===== config.mk =====
export PLATFORM = sky130hd
export DESIGN_NAME = mul_div_unit_flat
export DESIGN_NICKNAME = d
export VERILOG_FILES = /design/src/rtl/mul_div_unit_if.sv /design/src/rtl/mul_div_unit.sv /design/src/flat_wrapper.sv
export SDC_FILE = /design/constraint.sdc
export NUM_CORES = 1
export LEC_CHECK = 0
export ABC_AREA = 0
export CORE_UTILIZATION = 30
export CTS_CLUSTER_SIZE = 14
export DETAILED_ROUTE_END_ITERATION = 12
export HOLD_SLACK_MARGIN = 0.15
export PLACE_DENSITY = 0.61
export REMOVE_ABC_BUFFERS = 1
export SKIP_LAST_GASP = 1
export SLEW_MARGIN = 30
export SYNTH_ARGS = -nofsm -noshare
export SYNTH_HDL_FRONTEND = slang
export SYNTH_SLANG_ARGS = --single-unit

===== constraint.sdc =====
create_clock -name clk -period 7.9 [get_ports clk]
set_clock_uncertainty 0.2 [all_clocks]
set_input_delay 0.79 -clock clk [delete_from_list [all_inputs] [get_ports clk]]
set_output_delay 0.79 -clock clk [all_outputs]
set_load 0.02 [all_outputs]

===== src/rtl/mul_div_unit_if.sv =====
// mul_div_unit_if: controller-side handshake and HI/LO bus of the multiply/divide unit
interface mul_div_unit_if #(parameter int WIDTH = 32);
  logic             start;
  logic [1:0]       op;
  logic [WIDTH-1:0] a;
  logic [WIDTH-1:0] b;
  logic             wr_hi;
  logic             wr_lo;
  logic [WIDTH-1:0] wdata;
  logic             busy;
  logic             done;
  logic [WIDTH-1:0] hi;
  logic [WIDTH-1:0] lo;
  modport master (output start, op, a, b, wr_hi, wr_lo, wdata, input busy, done, hi, lo);
  modport slave (input start, op, a, b, wr_hi, wr_lo, wdata, output busy, done, hi, lo);
endinterface


===== src/rtl/mul_div_unit.sv =====
// mul_div_unit: iterative radix-2 shift-add multiply / restoring divide owning HI/LO
// Define MULDIV_DIV_EN to include the divide datapath (DIVU/DIV); otherwise divide starts are ignored.
module mul_div_unit #(parameter int WIDTH = 32) (
  input logic           clk,
  input logic           reset,
  mul_div_unit_if.slave bus
);
  localparam int CW = $clog2(WIDTH) + 1;
  typedef enum logic [1:0] {IDLE, CALC, FIX} state_t;
  state_t state_q, state_d;
  logic [CW-1:0] cnt_q, cnt_d;
  logic [WIDTH-1:0] p_hi_q, p_hi_d, p_lo_q, p_lo_d, m_q, m_d, hi_q, hi_d, lo_q, lo_d;
  logic neg_q, neg_d, busy_q, busy_d, done_q, done_d;
  logic accept, sa, sb;
  logic [WIDTH-1:0] ma, mb;
  logic [WIDTH:0] sum;
  logic [2*WIDTH-1:0] prod;
`ifdef MULDIV_DIV_EN
  logic div_q, div_d, neg_r_q, neg_r_d, dz_q, dz_d, ge;
  logic [WIDTH:0] sh;
  logic [WIDTH-1:0] diff;
`endif
  always_comb begin
`ifdef MULDIV_DIV_EN
    accept = bus.start && !busy_q;
`else
    accept = bus.start && !busy_q && !bus.op[1];
`endif
    sa = bus.op[0] && bus.a[WIDTH-1];
    sb = bus.op[0] && bus.b[WIDTH-1];
    ma = sa ? -bus.a : bus.a;
    mb = sb ? -bus.b : bus.b;
    // p_hi accumulates the partial product (or remainder); p_lo shifts out multiplier bits (or in quotient bits)
    sum = {1'b0, p_hi_q} + (p_lo_q[0] ? {1'b0, m_q} : '0);
    prod = neg_q ? -{p_hi_q, p_lo_q} : {p_hi_q, p_lo_q};
    state_d = state_q;
    cnt_d = cnt_q;
    p_hi_d = p_hi_q;
    p_lo_d = p_lo_q;
    m_d = m_q;
    hi_d = hi_q;
    lo_d = lo_q;
    neg_d = neg_q;
    busy_d = busy_q;
    done_d = 1'b0;
`ifdef MULDIV_DIV_EN
    sh = {p_hi_q, p_lo_q[WIDTH-1]};
    ge = sh >= {1'b0, m_q};
    diff = sh[WIDTH-1:0] - m_q;
    div_d = div_q;
    neg_r_d = neg_r_q;
    dz_d = dz_q;
`endif
    case (state_q)
      IDLE: begin
        if (accept) begin
          p_hi_d = '0;
          p_lo_d = bus.op[1] ? ma : mb;
          m_d = bus.op[1] ? mb : ma;
          neg_d = sa ^ sb;
          cnt_d = CW'(WIDTH);
          state_d = CALC;
          busy_d = 1'b1;
`ifdef MULDIV_DIV_EN
          div_d = bus.op[1];
          neg_r_d = sa;
          dz_d = bus.op[1] && bus.b == '0;
`endif
        end else begin
          hi_d = bus.wr_hi ? bus.wdata : hi_q;
          lo_d = bus.wr_lo ? bus.wdata : lo_q;
        end
      end
      CALC: begin
        p_hi_d = sum[WIDTH:1];
        p_lo_d = {sum[0], p_lo_q[WIDTH-1:1]};
`ifdef MULDIV_DIV_EN
        if (div_q) begin
          p_hi_d = ge ? diff : sh[WIDTH-1:0];
          p_lo_d = {p_lo_q[WIDTH-2:0], ge};
        end
`endif
        cnt_d = cnt_q - CW'(1);
        state_d = cnt_q == CW'(1) ? FIX : CALC;
      end
      FIX: begin
        hi_d = prod[2*WIDTH-1:WIDTH];
        lo_d = prod[WIDTH-1:0];
`ifdef MULDIV_DIV_EN
        // divide by zero leaves rem=|a| with quotient all ones; re-signing rem restores a
        if (div_q) begin
          lo_d = dz_q ? '1 : (neg_q ? -p_lo_q : p_lo_q);
          hi_d = neg_r_q ? -p_hi_q : p_hi_q;
        end
`endif
        state_d = IDLE;
        busy_d = 1'b0;
        done_d = 1'b1;
      end
      default: state_d = IDLE;
    endcase
  end
  always_ff @(posedge clk) begin
    if (reset) begin
      state_q <= IDLE;
      cnt_q <= '0;
      p_hi_q <= '0;
      p_lo_q <= '0;
      m_q <= '0;
      hi_q <= '0;
      lo_q <= '0;
      neg_q <= 1'b0;
      busy_q <= 1'b0;
      done_q <= 1'b0;
`ifdef MULDIV_DIV_EN
      div_q <= 1'b0;
      neg_r_q <= 1'b0;
      dz_q <= 1'b0;
`endif
    end else begin
      state_q <= state_d;
      cnt_q <= cnt_d;
      p_hi_q <= p_hi_d;
      p_lo_q <= p_lo_d;
      m_q <= m_d;
      hi_q <= hi_d;
      lo_q <= lo_d;
      neg_q <= neg_d;
      busy_q <= busy_d;
      done_q <= done_d;
`ifdef MULDIV_DIV_EN
      div_q <= div_d;
      neg_r_q <= neg_r_d;
      dz_q <= dz_d;
`endif
    end
  end
  assign bus.busy = busy_q;
  assign bus.done = done_q;
  assign bus.hi = hi_q;
  assign bus.lo = lo_q;
endmodule


===== src/flat_wrapper.sv =====
// flat-port wrapper written by rule: the top's interface ports become plain ports
module mul_div_unit_flat 
#(parameter int WIDTH = 32)
  (clk, reset, bus_start, bus_op, bus_a, bus_b, bus_wr_hi, bus_wr_lo, bus_wdata, bus_busy, bus_done, bus_hi, bus_lo);
  mul_div_unit_if #(.WIDTH(WIDTH)) bus_i ();
  input logic clk;
  input logic reset;
  input wire logic [$bits(bus_i.start)-1:0] bus_start;
  input wire logic [$bits(bus_i.op)-1:0] bus_op;
  input wire logic [$bits(bus_i.a)-1:0] bus_a;
  input wire logic [$bits(bus_i.b)-1:0] bus_b;
  input wire logic [$bits(bus_i.wr_hi)-1:0] bus_wr_hi;
  input wire logic [$bits(bus_i.wr_lo)-1:0] bus_wr_lo;
  input wire logic [$bits(bus_i.wdata)-1:0] bus_wdata;
  output wire logic [$bits(bus_i.busy)-1:0] bus_busy;
  output wire logic [$bits(bus_i.done)-1:0] bus_done;
  output wire logic [$bits(bus_i.hi)-1:0] bus_hi;
  output wire logic [$bits(bus_i.lo)-1:0] bus_lo;
  assign bus_i.start = bus_start;
  assign bus_i.op = bus_op;
  assign bus_i.a = bus_a;
  assign bus_i.b = bus_b;
  assign bus_i.wr_hi = bus_wr_hi;
  assign bus_i.wr_lo = bus_wr_lo;
  assign bus_i.wdata = bus_wdata;
  assign bus_busy = bus_i.busy;
  assign bus_done = bus_i.done;
  assign bus_hi = bus_i.hi;
  assign bus_lo = bus_i.lo;
  mul_div_unit #(.WIDTH(WIDTH)) u_core (.clk(clk), .reset(reset), .bus(bus_i));
endmodule

==> results.toml, run 1 <==
[critical_path]
end_kind = "register"
timing.rr.end = "u_core.bus.hi[28]"
crit_required_ps = 8030
r2r_start = "u_core.p_lo_q[2]"
ff2ff_path_depth = 7
rrSetupSlack_ps = 3920
critPathMaxFanout = 14
crit_type = "register to register"
cp-start-kind = "register"
arrival_ps = 4110

[grt]
overflow = 0
grtUsageTotal_pct = 20.6
grt_pass1_wl_um = 62600
antenna_found_initial = 0
grt_pass1_vias = 10900
grt_max_degree = 81

[detailed_routing]
routedWlPerCell_um = 19.2
drt_iter0_drc = 1095
viasPerCell = 5.53
drc = 0
ant_nets = 0
detail_route.first_pass.iterations = 6
wirelength_um = 40700
vias = 11700

[timing]
fmax_mhz = 251
slew_headroom_pct = 37.3
hold_violations = 0
slew_viol_final = 0
post-route-period-util_pct = 50.3
finalSetupViolations = 0
rsz0062_at_grt = "no"
setup_ws_ps = 3920
fin_crit_ps = 3980
tightest_slew_ps = 938

[placement]
dpl.hpwl_um = 31200
io_buffers = 168
dpl_cell_area_um2 = 13500
place_congestion = 0.896
place_ws_ps = 3640
placedCellCount = 2092

[cells_and_area]
area_growth_pct = 23.1
fin_cells = 2124
final_area_um2 = 14100
antenna_cells = 0
fillCellCount = 3912
fin_nets = 1741
regArea_um2 = 3430
multi_input_area_um2 = 7540
fin_util_pct = 37.4
drive_gt1_share_pct = 4.84

[worst_hold_path]
min_to = "u_core.m_q[31]"
min-delay-start = "u_core.m_q[31]"
whs_path_depth = 2
hold_class = "register to register"

[synthesis]
syn_area_per_cell_um2 = 7.59
synthCells = 1507
synth-seq-cells = 171
synth_edf_count = 0
synth_flop_cell = "dfxtp_1"
synth_area_um2 = 11400
yosysWarnings = 0
async_flop_share_pct = 0
yosysUniqueCellTypes = 70
seq_area_frac_synth_pct = 29.9

[clocking]
cts-resized-gates = 0
cts_buffer_depth = 2
clk-insertion-delay-late_ps = 440
cts_tree = "done"
postCtsHoldBufs = 0
cts_made_buffers = 17
ctsRootBufferMaster = "clkbuf_16"
post-cts-setup-buffers = 0
htree_levels = 4
path_clk_slew_ps = 70
clock_sinks = 171

[floorplanning]
die_y_um = 197
die_w_um = 197
start_util_pct = 30.4
coreArea_um2 = 37600
rows = 71
pin_count = 169
die_area_um2 = 38900

[run_status]
outcome = "complete, no violations"

[job]
cap_violations = 0

[power]
p_leak_nw = 5.14
power_density_nw_per_um2 = 167
p_total_mw = 2.36
ir_worst_vdd_uv = 143
## logic make-up (layout without fill, tap and decap cells)
group           after synthesis  in the layout  synth area share, %
mux                           7              7                0.613
flops                       171            171                 29.9
compound gates              504            504                 28.7
buf+inv                     131            237                 4.38
fa+ha+maj                    38             38                 4.23
xor+xnor                    123            123                 9.42
simple gates                533            533                 22.8
## state kept, by name, indices dropped and copies added, names as in the netlist
register / cells
u_core.bus.busy: 1
u_core.bus.done: 1
u_core.neg_q: 1
u_core.bus.lo: 32
u_core.m_q: 32
u_core.state_q: 2
u_core.p_lo_q: 32
u_core.bus.hi: 32
u_core.p_hi_q: 32
u_core.cnt_q: 6
## layout by cell type, fill, tap and decap left out, drive strengths merged, types with 37 or more instances in the layout
cell	n
xnor2	41
nor2	138
ha	37
clkdlybuf4s50	167
xor2	82
and2	41
a211oi	43
o21ai	108
nand2	148
a21oi	139
dfxtp	171
nor3	44
## how the worst max path moves through the flow
stage                          start  slack, ps  cells past startpoint           endpoint
CTS                 u_core.p_lo_q[2]       4050                      7  u_core.bus.hi[28]
finish              u_core.p_lo_q[2]       3920                      7  u_core.bus.hi[28]
floorplan                  bus_op[1]       -690                      5  u_core.p_lo_q[24]
detailed placement         bus_op[1]       3640                      7  u_core.bus.lo[31]
global route        u_core.p_lo_q[2]       3710                      7  u_core.bus.hi[28]
global placement           bus_op[1]       3720                      9  u_core.p_hi_q[30]
## layer usage
layer | vias up | wire, µm | track usage, %
met4 | 0 | 1020 | 6.35
met2 | 429 | 18200 | 32.2
met1 | 5528 | 19000 | 28.7
met3 | 49 | 2490 | 3.24
met5 | - | 0 | 0
li1 | 5740 | - | -
## per-stage QoR
stage          hold slack, ps  setup TNS, ps
2_1_floorplan             226         -19380
3_5_place_dp              249              0
5_1_grt                   281              0
4_1_cts                   259              0
6_report                  258              0
3_3_place_gp              242              0
## power breakdown
| group | internal (mW) | switching, mW | leakage [nW] | total [mW] |
|---|---|---|---|---|
| Combinational | 0.208 | 0.295 | 3.45 | 0.503 |
| Clock | 0.484 | 0.390 | 0.295 | 0.874 |
| Sequential | 0.917 | 0.0618 | 1.40 | 0.979 |
| Total | 1.61 | 0.747 | 5.14 | 2.36 |
## synthesized netlist by cell type (all sizes together), types with 6 or more instances
cell,instances,share of area [%]
nand2b,10,0.55
or4,18,1.3
ha,37,4.0
o31ai,32,2.1
nand4,17,0.93
nor2,138,4.6
nand2,148,4.9
inv,26,0.85
o21bai,7,0.46
nand3,31,1.4
clkbuf,98,3.2
nor4,27,1.5
o211ai,12,0.79
xor2,82,6.3
nor3b,6,0.39
a22o,6,0.46
a31oi,14,0.77
o41ai,11,1.0
a311oi,7,0.54
o221ai,7,0.54
nor3,44,1.9
and3,12,0.66
and2,41,2.2
buf,7,0.31
a21oi,139,6.1
a22oi,30,2.0
o21a,6,0.39
or3,20,1.1
a221oi,15,1.2
mux2i,7,0.61
a211oi,43,2.8
xnor2,41,3.1
o22ai,9,0.49
or2,8,0.46
dfxtp,171,30
a21o,20,1.3
o21ai,108,4.7
## area by class of cell
type,instances,area share (%)
inverter,26,0.694
sequential,171,24.3
timing repair buffer,179,12.5
clock buffer,19,3.15
tap,511,4.54
multi-input combinational,1205,53.6
clock inverter,13,1.14
## worst max-delay path: stages, from the launching register on
cell and delay [ps]:
dfxtp_1 390, or4_1 570, nor3_1 530, nand4_1 770, nor3_1 800, a21oi_1 140
o21bai_1 180, nor4_1 270
Power figures use the tool's default switching activity.
==> run 2, diff against run 1 <==
- clock period: 7.9 -> 4 ns (I/O delays scaled with it)
==> run 2 against run 1 <==
  * Largest power group unchanged
  * Critical path depth grew 4
  * Setup slack lost 3300 ps
  * Highest routed layer unchanged
  * Combinational power rose by 100%
  * Die area is the same
  * Register-to-register slack lost 3300 ps
==> results.toml, run 2 (synthesis gave the netlist of run 1 again) <==
[cells_and_area]
antenna_cells = 0
drive_gt1_share_pct = 5.88
fin_nets = 1761
area_growth_pct = 24.6
layout_commonest_cell = "dfxtp_1"
layout_common_cells = "170 x dfxtp_1, 167 x clkdlybuf4s50_1, 148 x nand2_1"
fin_util_pct = 37.9

[detailed_routing]
wirelength_um = 41500
drc = 0
ant_nets = 0
routedWlPerCell_um = 19.4
vias = 12000
drt_iter0_drc = 1013
detail_route.first_pass.iterations = 6
viasPerCell = 5.59

[critical_path]
cp-start-kind = "register"
critPathMaxFanout = 18
critPathBufInv = 1
arrival_ps = 3480
cp_slowest_cell = "dfxtp_1"
path_cells = "and2_1 > ha_1 > inv_1 > fa_1 > nor2b_1 > o2111ai_1 > a21oi_1 > a21boi_0 > o31ai_1 > xnor2_1 > o21ai_0"
crit_required_ps = 4110
cp_top_family = "compound AO/OA/AOI/OAI gates"
end_kind = "register"
critPathMaxStageDelay_ps = 630
crit_type = "register to register"

[clocking]
cts_buffer_depth = 2
cts-resized-gates = 0
clk-insertion-delay-late_ps = 450
htree_levels = 4
postCtsHoldBufs = 0
cts_made_buffers = 17
ctsRootBufferMaster = "clkbuf_16"
clock_sinks = 171
post-cts-setup-buffers = 0
cts_tree = "done"
path_clk_slew_ps = 70

[grt]
grt_max_degree = 68
antenna_found_initial = 0
grt_pass1_wl_um = 63700
overflow = 0
grtUsageTotal_pct = 21.0
grt_pass1_vias = 11100

[timing]
rsz0062_at_grt = "no"
hold_violations = 0
fmax_mhz = 297
timing.setup.tns_ps = 0
fin_crit_ps = 3370
slew_headroom_pct = 47.2
post-route-period-util_pct = 84.3
finalSetupViolations = 0
tightest_slew_ps = 790
slew_viol_final = 0
holdWs_ps = 253
setup_ws_ps = 628

[floorplanning]
rows = 71
pin_count = 169
coreArea_um2 = 37600
start_util_pct = 30.4
die_area_um2 = 38900
die_y_um = 197
die_w_um = 197

[power]
p_int_mw = 3.24
power_switching_share_pct = 31.8
power.net_switching_mw = 1.51
p_seq_share_pct = 40.6
ir_worst_vdd_uv = 243
combPwrFrac_pct = 21.2
power_density_nw_per_um2 = 334
pwr-share-clk_pct = 38.2
p_leak_nw = 5.25

[worst_hold_path]
hold_class = "register to register"

[run_status]
outcome = "complete, no violations"

[placement]
place_ws_ps = 515
dpl.hpwl_um = 32200
place_congestion = 0.928
io_buffers = 168

[job]
cap_violations = 0
==> run 2: through the flow <==
step | std cells | power, mW | area (µm²)
2_1_floorplan | 1402 | 2.48 | 11000
3_3_place_gp | 2112 | 2.96 | 13600
3_5_place_dp | 2112 | 2.97 | 13600
4_1_cts | 2144 | 4.77 | 14200
5_1_grt | 2144 | 4.96 | 14200
6_report | 2144 | 4.76 | 14200
==> run 2: worst paths after layout <==
check                   startpoint                end  slack [ps]  cells after the start
setup / recovery  u_core.p_lo_q[0]  u_core.p_hi_q[23]         630                     11
hold / removal       u_core.m_q[0]      u_core.m_q[0]         250                      2
setup reg to reg  u_core.p_lo_q[0]  u_core.p_hi_q[23]         630                     11
hold reg to reg      u_core.m_q[0]      u_core.m_q[0]         250                      2
==> run 2: layer usage <==
layer | up-vias | routed length (µm) | track usage (%)
met5 | - | 0 | 0
met4 | 0 | 1300 | 7.49
met3 | 63 | 2590 | 3.47
met2 | 460 | 18300 | 32.1
met1 | 5685 | 19300 | 29.5
li1 | 5784 | - | -
==> run 2: cell type report <==
type / instances / area (µm²)
Fill cell: 3850 / 23300
Multi-Input combinational cell: 1205 / 7540
Sequential cell: 171 / 3420
Timing Repair Buffer: 199 / 1910
Tap cell: 511 / 639
Clock buffer: 17 / 425
Clock inverter: 15 / 203
Inverter: 26 / 97.6
==> run 2: power by group through the flow <==
stage	combinational, mW	clock (mW)	sequential (mW)
final	1.01	1.82	1.93
after global routing	1.10	1.91	1.94
after CTS	1.00	1.84	1.93
after detailed placement	1.00	0	1.97
after global placement	0.992	0	1.97
after floorplan	0.494	0	1.99
==> run 2: worst register-to-register path, cell delays in order, from the launching register on <==
cell	delay [ps]
dfxtp_1	630
and2_1	210
ha_1	160
inv_1	50
fa_1	370
nor2b_1	240
o2111ai_1	180
a21oi_1	350
a21boi_0	290
o31ai_1	340
xnor2_1	140
o21ai_0	80
==> run 3, diff against run 2 <==
- PLACE_DENSITY: 0.61 -> 0.63
- clock period: 4 -> 3 ns (I/O delays scaled with it)
==> run 3 against run 2 <==
  * Cell area grew 7.8%
  * Core utilization grew 3.0 points
  * Setup slack lost 550 ps
  * Combinational power grew 51%
  * Critical endpoint is now u_core.p_hi_q[29]
==> results.toml, run 3 (synthesis gave the netlist of run 1 again) <==
[run_status]
outcome = "complete, no violations"

[placement]
place_congestion = 0.921
dpl_cell_area_um2 = 14700
dpl.hpwl_um = 33400
io_buffers = 168
place_ws_ps = -285

[detailed_routing]
routedWlPerCell_um = 18.6
ant_nets = 0
vias = 12500
drt_iter0_drc = 1210
viasPerCell = 5.46
wirelength_um = 42500
drc = 0
detail_route.first_pass.iterations = 5

[floorplanning]
die_y_um = 197
die_w_um = 197
die_area_um2 = 38900
pin_count = 169
start_util_pct = 30.4
coreArea_um2 = 37600
rows = 71

[critical_path]
arrival_ps = 3070
cp_slowest_cell = "o41a_1"
cp-start-kind = "register"
critPathMaxStageDelay_ps = 470
crit_type = "register to register"
end_kind = "register"
critPathMaxFanout = 7
critPathMostFrequentCell = "buf_4"
path_cells = "and2_1 > ha_1 > inv_1 > fa_1 > nor2b_2 > o2111ai_2 > a21oi_1 > buf_4 > o31a_1 > o41a_1 > buf_4 > a211oi_1"
crit_required_ps = 3150

[clocking]
cts_made_buffers = 17
ctsRootBufferMaster = "clkbuf_16"
path_clk_slew_ps = 70
clock_sinks = 171
cts_tree = "done"
htree_levels = 4
cts_buffer_depth = 2
clk-insertion-delay-late_ps = 440

[grt]
grtUsageTotal_pct = 21.5
grt_pass1_vias = 11500
grt_pass1_wl_um = 65300
antenna_found_initial = 1
overflow = 0
grt_max_degree = 66

[timing]
fmax_mhz = 342
setup_ws_ps = 74.8
slew_viol_final = 0
hold_violations = 0
rsz0062_at_grt = "yes"
post-route-period-util_pct = 97.5
fin_crit_ps = 2930
slew_headroom_pct = 43.3
finalSetupViolations = 0
tightest_slew_ps = 848

[cells_and_area]
layout_commonest_cell = "dfxtp_1"
area_growth_pct = 34.4
fin_nets = 1902
fin_util_pct = 40.9
final_area_um2 = 15400
fillCellCount = 3810
multi_input_area_um2 = 7630
regArea_um2 = 3430
antenna_cells = 0
layout_common_cells = "169 x dfxtp_1, 168 x buf_4, 167 x clkdlybuf4s50_1"
drive_gt1_share_pct = 14.3

[power]
p_total_mw = 6.22
ir_worst_vdd_uv = 320
power_density_nw_per_um2 = 405
p_leak_nw = 5.93

[job]
cap_violations = 0

[worst_hold_path]
hold_class = "register to register"
-- run 3: changes by cell type in the layout (fill, tap and decap cells not counted), sizes merged --
cell / before / now
buf: 32 / 172
bufinv: 3 / 0
clkbuf: 17 / 19
clkinv: 2 / 1
clkinvlp: 1 / 5
dlygate4sd3: 0 / 1
inv: 35 / 32
-- run 3: area by class of cell --
type	count	share of cell area, %
Sequential cell	171	22.3
Inverter	26	0.635
Timing Repair Buffer	340	19.6
Multi-Input combinational cell	1205	49.7
Clock buffer	19	2.95
Tap cell	511	4.16
Clock inverter	12	0.660
-- run 3: worst paths after layout --
check / startpoint / end / slack (ps) / depth (start not counted)
worst max-delay path: u_core.p_lo_q[0] / u_core.p_hi_q[29] / 70 / 12
worst min-delay path: u_core.m_q[0] / u_core.m_q[0] / 250 / 2
worst min register to register: u_core.m_q[0] / u_core.m_q[0] / 250 / 2
worst max register to register: u_core.p_lo_q[0] / u_core.p_hi_q[29] / 70 / 12
-- run 3: power breakdown --
part	internal, mW	total, mW	switching [mW]
sequential	2.41	2.55	0.136
clock	1.12	2.14	1.02
combinational	0.683	1.53	0.851
-- run 3: what timing repair did --
item | in CTS | in global routing
pin swaps | 0 | 3
hold buffers | 1 | 0
endpoints found under the hold margin | 1 | 0
buffers inserted | 0 | 2
endpoints found under the setup margin | 2 | 24
gates resized for setup | 2 | 25
-- run 3: through the flow --
stage          hold WS [ps]  cells  TNS (ps)
6_report                253   2284         0
5_1_grt                 276   2284     -40.5
4_1_cts                 259   2282         0
3_5_place_dp            247   2250     -1360
3_3_place_gp            239   2250     -1210
2_1_floorplan           169   1402   -433200
-- run 3: layer usage --
layer,wire length (µm),vias up,track usage (%)
li1,-,6059,-
met1,19400,5881,29.3
met2,19000,467,34.3
met3,2970,64,3.30
met4,1170,2,7.38
met5,11,-,0
-- run 3: worst max-delay path, delay by kind of cell (launching register included) --
| family | cells | cell delay, ps |
|---|---|---|
| AO/OA/AOI/OAI | 5 | 1270 |
| flip-flops | 1 | 350 |
| AND/OR/NAND/NOR | 2 | 220 |
| buffers and inverters | 3 | 390 |
| adder cells (fa/ha/maj) | 2 | 400 |
